### config.mk
export PLATFORM = sky130hd
export DESIGN_NAME = if_stage
export DESIGN_NICKNAME = d
export VERILOG_FILES = /design/src/rtl/if_stage_pkg.sv /design/src/rtl/fetch_fifo.sv /design/src/rtl/if_stage.sv
export SDC_FILE = /design/constraint.sdc
export NUM_CORES = 1
export LEC_CHECK = 0
export ABC_CLOCK_PERIOD_IN_PS = 6600
export BUFFER_PORTS_ARGS = -buffer_cell sky130_fd_sc_hd__buf_2
export CAP_MARGIN = 20
export CELL_PAD_IN_SITES_DETAIL_PLACEMENT = 1
export CELL_PAD_IN_SITES_GLOBAL_PLACEMENT = 1
export CORE_ASPECT_RATIO = 0.5
export CORE_MARGIN = 2
export CORE_UTILIZATION = 53
export CTS_CLUSTER_SIZE = 14
export DETAILED_ROUTE_END_ITERATION = 10
export PLACE_DENSITY = 0.84
export SLEW_MARGIN = 20
export SYNTH_ARGS = -nofsm -noshare
export SYNTH_HDL_FRONTEND = slang
export SYNTH_HIERARCHICAL = 1
export SYNTH_SLANG_ARGS = --single-unit
### constraint.sdc
create_clock -name clk -period 6.6 [get_ports clk]
set_input_delay 1.32 -clock clk [delete_from_list [all_inputs] [get_ports clk]]
set_output_delay 1.32 -clock clk [all_outputs]
set_load 0.02 [all_outputs]
### src/rtl/if_stage_pkg.sv
// Constants and types shared by the fetch stage and its neighbours.
package if_stage_pkg;
    typedef logic [31:0] pc_t;

    localparam pc_t         RESET_PC_DEFAULT = 32'h0000_0000;
    localparam logic [31:0] HALT_INSTR       = 32'hdead10cc;
endpackage

### src/rtl/fetch_fifo.sv
// Output buffer of {PC, instr} pairs for the fetch stage.
// Clear has priority over push and pop.
module fetch_fifo #(
    parameter int unsigned DEPTH = 4
) (
    input  logic                     clk,
    input  logic                     rst_n,
    input  logic                     push,
    input  logic [63:0]              push_data,
    input  logic                     pop,
    input  logic                     clear,
    output logic [$clog2(DEPTH):0]   count,
    output logic [63:0]              head
);
    localparam int unsigned AW = $clog2(DEPTH);
    localparam int unsigned CW = AW + 1;

    logic [63:0]   mem_q [DEPTH];
    logic [63:0]   mem_d [DEPTH];
    logic [AW-1:0] rd_ptr_q, rd_ptr_d;
    logic [AW-1:0] wr_ptr_q, wr_ptr_d;
    logic [CW-1:0] count_q, count_d;
    logic          do_pop;

    // A pop on an empty buffer is a no-op.
    assign do_pop = pop && (count_q != '0);

    always_comb begin
        mem_d    = mem_q;
        rd_ptr_d = rd_ptr_q;
        wr_ptr_d = wr_ptr_q;
        count_d  = count_q;
        if (clear) begin
            rd_ptr_d = '0;
            wr_ptr_d = '0;
            count_d  = '0;
        end else begin
            if (push) begin
                mem_d[wr_ptr_q] = push_data;
                wr_ptr_d        = wr_ptr_q + AW'(1);
            end
            if (do_pop) begin
                rd_ptr_d = rd_ptr_q + AW'(1);
            end
            count_d = count_q + CW'(push) - CW'(do_pop);
        end
    end

    always_ff @(posedge clk or negedge rst_n) begin
        if (!rst_n) begin
            for (int unsigned i = 0; i < DEPTH; i++) begin
                mem_q[i] <= '0;
            end
            rd_ptr_q <= '0;
            wr_ptr_q <= '0;
            count_q  <= '0;
        end else begin
            mem_q    <= mem_d;
            rd_ptr_q <= rd_ptr_d;
            wr_ptr_q <= wr_ptr_d;
            count_q  <= count_d;
        end
    end

    assign count = count_q;
    assign head  = mem_q[rd_ptr_q];

    overflow_a: assert property (@(posedge clk) disable iff (!rst_n)
        !(push && !clear && !do_pop && (count_q == CW'(DEPTH))));
endmodule

### src/rtl/if_stage.sv
// Instruction-fetch stage: owns the fetch PC, issues 1-cycle-latency memory
// reads under FIFO credit, and hands {instr, PC} to decode.
module if_stage
    import if_stage_pkg::*;
#(
    parameter pc_t         RESET_PC   = RESET_PC_DEFAULT,
    parameter int unsigned DEPTH      = 4,
    parameter logic [31:0] HALT_INSTR = if_stage_pkg::HALT_INSTR
) (
    input  logic        clk,
    input  logic        rst_n,
    input  logic        redirect,
    input  logic [31:0] redirect_pc,
    output logic        imem_req,
    output logic [31:0] imem_addr,
    input  logic [31:0] imem_rdata,
    output logic [31:0] out_instr,
    output logic [31:0] out_PC,
    output logic        out_valid,
    input  logic        out_ready,
    output logic        halted
);
    localparam int unsigned CW = $clog2(DEPTH) + 1;

    pc_t           fetch_pc_q, fetch_pc_d;
    pc_t           inflight_pc_q, inflight_pc_d;
    logic          inflight_q, inflight_d;
    logic          halted_q, halted_d;
    logic [CW-1:0] count;
    logic [CW:0]   credit;
    logic [63:0]   head;
    logic          issue;
    logic          push;

    // Credit counts the in-flight read so the FIFO can never overflow;
    // it uses registered occupancy only, so out_ready never reaches imem_req.
    always_comb begin
        credit = (CW+1)'(count) + (CW+1)'(inflight_q);
        issue  = rst_n && !redirect && !halted_q && (credit < (CW+1)'(DEPTH));
        push   = inflight_q && !redirect && !halted_q;

        fetch_pc_d    = fetch_pc_q;
        inflight_d    = issue;
        inflight_pc_d = inflight_pc_q;
        halted_d      = halted_q;
        if (redirect) begin
            fetch_pc_d = redirect_pc & ~32'h3;
            halted_d   = 1'b0;
        end else begin
            if (issue) begin
                fetch_pc_d    = fetch_pc_q + 32'd4;
                inflight_pc_d = fetch_pc_q;
            end
            if (push && (imem_rdata == HALT_INSTR)) begin
                halted_d = 1'b1;
            end
        end
    end

    always_ff @(posedge clk or negedge rst_n) begin
        if (!rst_n) begin
            fetch_pc_q    <= RESET_PC;
            inflight_q    <= 1'b0;
            inflight_pc_q <= '0;
            halted_q      <= 1'b0;
        end else begin
            fetch_pc_q    <= fetch_pc_d;
            inflight_q    <= inflight_d;
            inflight_pc_q <= inflight_pc_d;
            halted_q      <= halted_d;
        end
    end

    fetch_fifo #(.DEPTH(DEPTH)) u_fifo (
        .clk       (clk),
        .rst_n     (rst_n),
        .push      (push),
        .push_data ({inflight_pc_q, imem_rdata}),
        .pop       (out_ready),
        .clear     (redirect),
        .count     (count),
        .head      (head)
    );

    assign imem_req  = issue;
    assign imem_addr = fetch_pc_q & ~32'h3;
    assign out_valid = (count != '0);
    assign out_PC    = head[63:32];
    assign out_instr = head[31:0];
    assign halted    = halted_q;
endmodule
==> results.py <==
metrics = {
    "run_status": {
        "status": "finished clean",
    },
    "timing": {
        "rsz0062_at_grt": "false",
        "drv_slew": 0,
        "max_clock_freq_mhz": 232,
        "setup_viol": 0,
        "fin_crit_ns": 4.30,
        "finalCritPeriodShare_pct": 65.2,
        "tns_ns": 0,
        "fin_skew_ns": 0.0321,
        "setup_ws_ns": 2.30,
        "hold_viol": 0,
        "worst_pin_slew_ns": 1.12,
        "max-slew-margin-rel_pct": 25.3,
    },
    "setup_path": {
        "cp-start-kind": "input pin",
        "crit_family": "buffers and inverters",
        "worstPathArrival_ns": 2.98,
        "critPathMaxFanout": 61,
        "criticalPathCategory": "input pin to primary output",
        "crit_required_ns": 5.28,
        "cpPeakStageDelay_ns": 0.46,
        "crit_slowest_cell": "or4b_1",
        "path_buf_inv": 4,
        "worstPathCellList": "buf_8 -> or4b_1 -> a31o_2 -> buf_4 -> inv_2 -> buf_2",
        "end_kind": "primary output",
    },
    "drt": {
        "ant_nets": 0,
        "wl_mm": 38.1,
        "drtIter0Drc": 538,
        "vias_per_cell": 5.86,
        "wire_per_inst_um": 24.2,
        "first_pass_iters": 4,
        "vias": 9244,
        "drc_errors": 0,
    },
    "floorplanning": {
        "rows": 43,
        "ioPinCount": 167,
        "dieWidth_um": 242,
        "die_h_um": 123,
        "start_util_pct": 54.2,
        "dieArea_um2": 29900,
        "core-area_um2": 27800,
    },
    "grt": {
        "grt_max_degree": 85,
        "grt-ovfl-total": 0,
        "grt_pass1_wl_mm": 60.5,
        "first_global_vias": 10600,
        "grt_use_total_pct": 26.0,
        "antenna_found_initial": 3,
    },
    "clock_network": {
        "path_clk_slew_ns": 0.06,
        "clk_path_buf_depth": 3,
        "cts_max_level": 1,
        "postCtsSetupRepairBufs": 0,
        "clk_latency_ns": 0.58,
        "root_buffer": "clkbuf_16",
        "cts_resized": 0,
        "cts_hold_buf": 0,
        "clkSinkCount": 325,
        "cts_buffers": 30,
        "cts_tree": "built",
    },
    "flow_run": {
        "drv_cap": 0,
    },
    "placed_design": {
        "io_buffers": 162,
        "place.gp.congestion": 0.804,
        "place_ws_ns": 2.27,
        "dpl.hpwl_mm": 23.5,
    },
    "yosys": {
        "ys_types": 61,
        "synth_top_cell_by_area": "dfrtp_1",
        "synth.top_cell.area_share_pct": 54.0,
        "ys_warn_count": 6,
        "synth_area_um2": 15100,
        "synth.avg_cell_area_um2": 14.8,
        "synth_ff_type": "dfrtp_1",
        "synth_edf_count": 0,
        "ys_seq_area_share_pct": 54.0,
        "netlist_top_cells_area": "dfrtp_1, mux2_2, mux4_2, mux2_4, nand2_1",
        "syn_inst": 1019,
        "synth-seq-cells": 325,
        "async_flop_share_pct": 100,
    },
    "power": {
        "p_leak_nw": 8.42,
        "ir_worst_vdd_v": 0.000208,
        "p_per_area_nw_per_um2": 373,
    },
    "hold_path": {
        "worstHoldPathType": "register to register",
    },
    "finish": {
        "drive_above_1_share_pct": 47.1,
        "n_fill_cell": 2706,
        "areaGrowthSynthToFinish_pct": 12.4,
        "post-route-util_pct": 60.8,
        "nets": 1250,
    },
}
## where the power goes
part	leakage (nW)	internal [mW]	switching, mW
registers	4.31	2.35	0.410
logic	3.62	0.904	0.884
clock network	0.489	0.994	0.764
## per-stage QoR
step | power, mW | instances | hold WS [ns] | cell area, um^2
floorplan | 3.98 | 1028 | 0.474 | 15100
global placement | 4.45 | 1522 | 0.481 | 15900
detailed placement | 4.57 | 1523 | 0.491 | 15900
CTS | 6.37 | 1575 | 0.505 | 16900
global route | 6.60 | 1576 | 0.514 | 16900
finish | 6.31 | 1577 | 0.500 | 16900
## logic make-up (layout without fill, tap and decap cells)
| kind of cell | Yosys count | after routing | share of synthesized area (%) |
|---|---|---|---|
| compound gates | 61 | 61 | 2.82 |
| xor+xnor | 6 | 6 | 0.440 |
| fa+ha+maj | 8 | 8 | 0.714 |
| buf+inv | 78 | 244 | 4.48 |
| flops | 325 | 325 | 54.0 |
| mux | 328 | 328 | 30.8 |
| other cells | 1 | 11 | 0.0249 |
| simple gates | 212 | 212 | 6.79 |
## Yosys cell counts (9+ instances only)
cell type,number
nand2_1,118
buf_4,9
nand3_1,14
o21ai_0,20
dfrtp_1,325
mux2_2,198
buf_12,11
nor2_1,19
buf_6,21
inv_1,10
clkbuf_1,16
nor3_1,10
buf_2,9
mux2_4,60
mux4_2,64
## flip-flops by register name, indices dropped and copies added, names as in the netlist
signal	flops
inflight_pc_q	30
inflight_q	1
u_fifo/rd_ptr_q	2
u_fifo/wr_ptr_q	2
u_fifo/count	3
fetch_pc_q	30
u_fifo/mem_q	256
halted	1
## final cells by class
| cell class | instances | area, um^2 | area share, % |
|---|---|---|---|
| Timing Repair Buffer | 181 | 983 | 5.81 |
| Clock inverter | 5 | 61.3 | 0.362 |
| Tap cell | 382 | 478 | 2.82 |
| Antenna cell | 1 | 2.50 | 0.0148 |
| Sequential cell | 325 | 8140 | 48.1 |
| Inverter | 11 | 41.3 | 0.244 |
| Multi-Input combinational cell | 625 | 6290 | 37.2 |
| Clock buffer | 47 | 925 | 5.46 |
## metal layers
metal	global-route usage, %	share of wire (%)
met2	46.7	51
met1	33.4	42
met4	6.29	2.1
met5	0	0.068
met3	4.78	5.1
## worst reg2reg max path, cell delays in order (launching register included)
cell      delay (ns)
dfrtp_1         0.41
nor3b_1         0.92
nand3b_1        0.90
buf_4           0.58
mux2_2          0.35
## path summary, 6_finish.rpt
kind	start	slack (ns)	cells past startpoint	end
min in group asynchronous	rst_n	0.62	1	inflight_pc_q[12]$_DFFE_PN0P_
min	u_fifo/mem_q[18]$_DFFE_PN0P_	0.50	1	u_fifo/mem_q[18]$_DFFE_PN0P_
max	rst_n	2.30	6	imem_req
max reg2reg	inflight_q$_DFF_PN0_	3.29	4	u_fifo/mem_q[5]$_DFFE_PN0P_
max in group asynchronous	rst_n	4.06	3	u_fifo/mem_q[75]$_DFFE_PN0P_
min reg2reg	u_fifo/mem_q[18]$_DFFE_PN0P_	0.50	1	u_fifo/mem_q[18]$_DFFE_PN0P_
## cell usage in the layout, fill, tap and decap left out, types with 3 or more instances in the layout
cell / Yosys / layout
nor3_1: 10 / 10
clkbuf_8: 0 / 11
nand2_1: 118 / 118
or4_1: 4 / 4
nor2_1: 19 / 18
and3_1: 3 / 3
a221o_1: 4 / 4
or2_2: 3 / 3
nor2b_1: 3 / 3
o21ai_0: 20 / 20
nor4_1: 4 / 4
and2b_2: 3 / 3
mux2_4: 60 / 60
o221ai_1: 3 / 3
dfrtp_1: 325 / 323
mux2i_1: 6 / 6
mux4_2: 64 / 64
nand3_1: 14 / 14
buf_2: 9 / 161
mux2_2: 198 / 198
clkbuf_1: 16 / 6
clkbuf_16: 0 / 30
ha_1: 7 / 7
xnor2_1: 4 / 4
buf_4: 9 / 16
clkinv_2: 0 / 3
o311ai_0: 6 / 6
a21oi_1: 5 / 5
nand4_1: 8 / 8
inv_1: 10 / 10
o211ai_1: 5 / 5
conb_1: 1 / 10
nand4b_1: 4 / 4
nand3b_1: 5 / 5
Note: power is estimated with default switching activity, not from simulation.
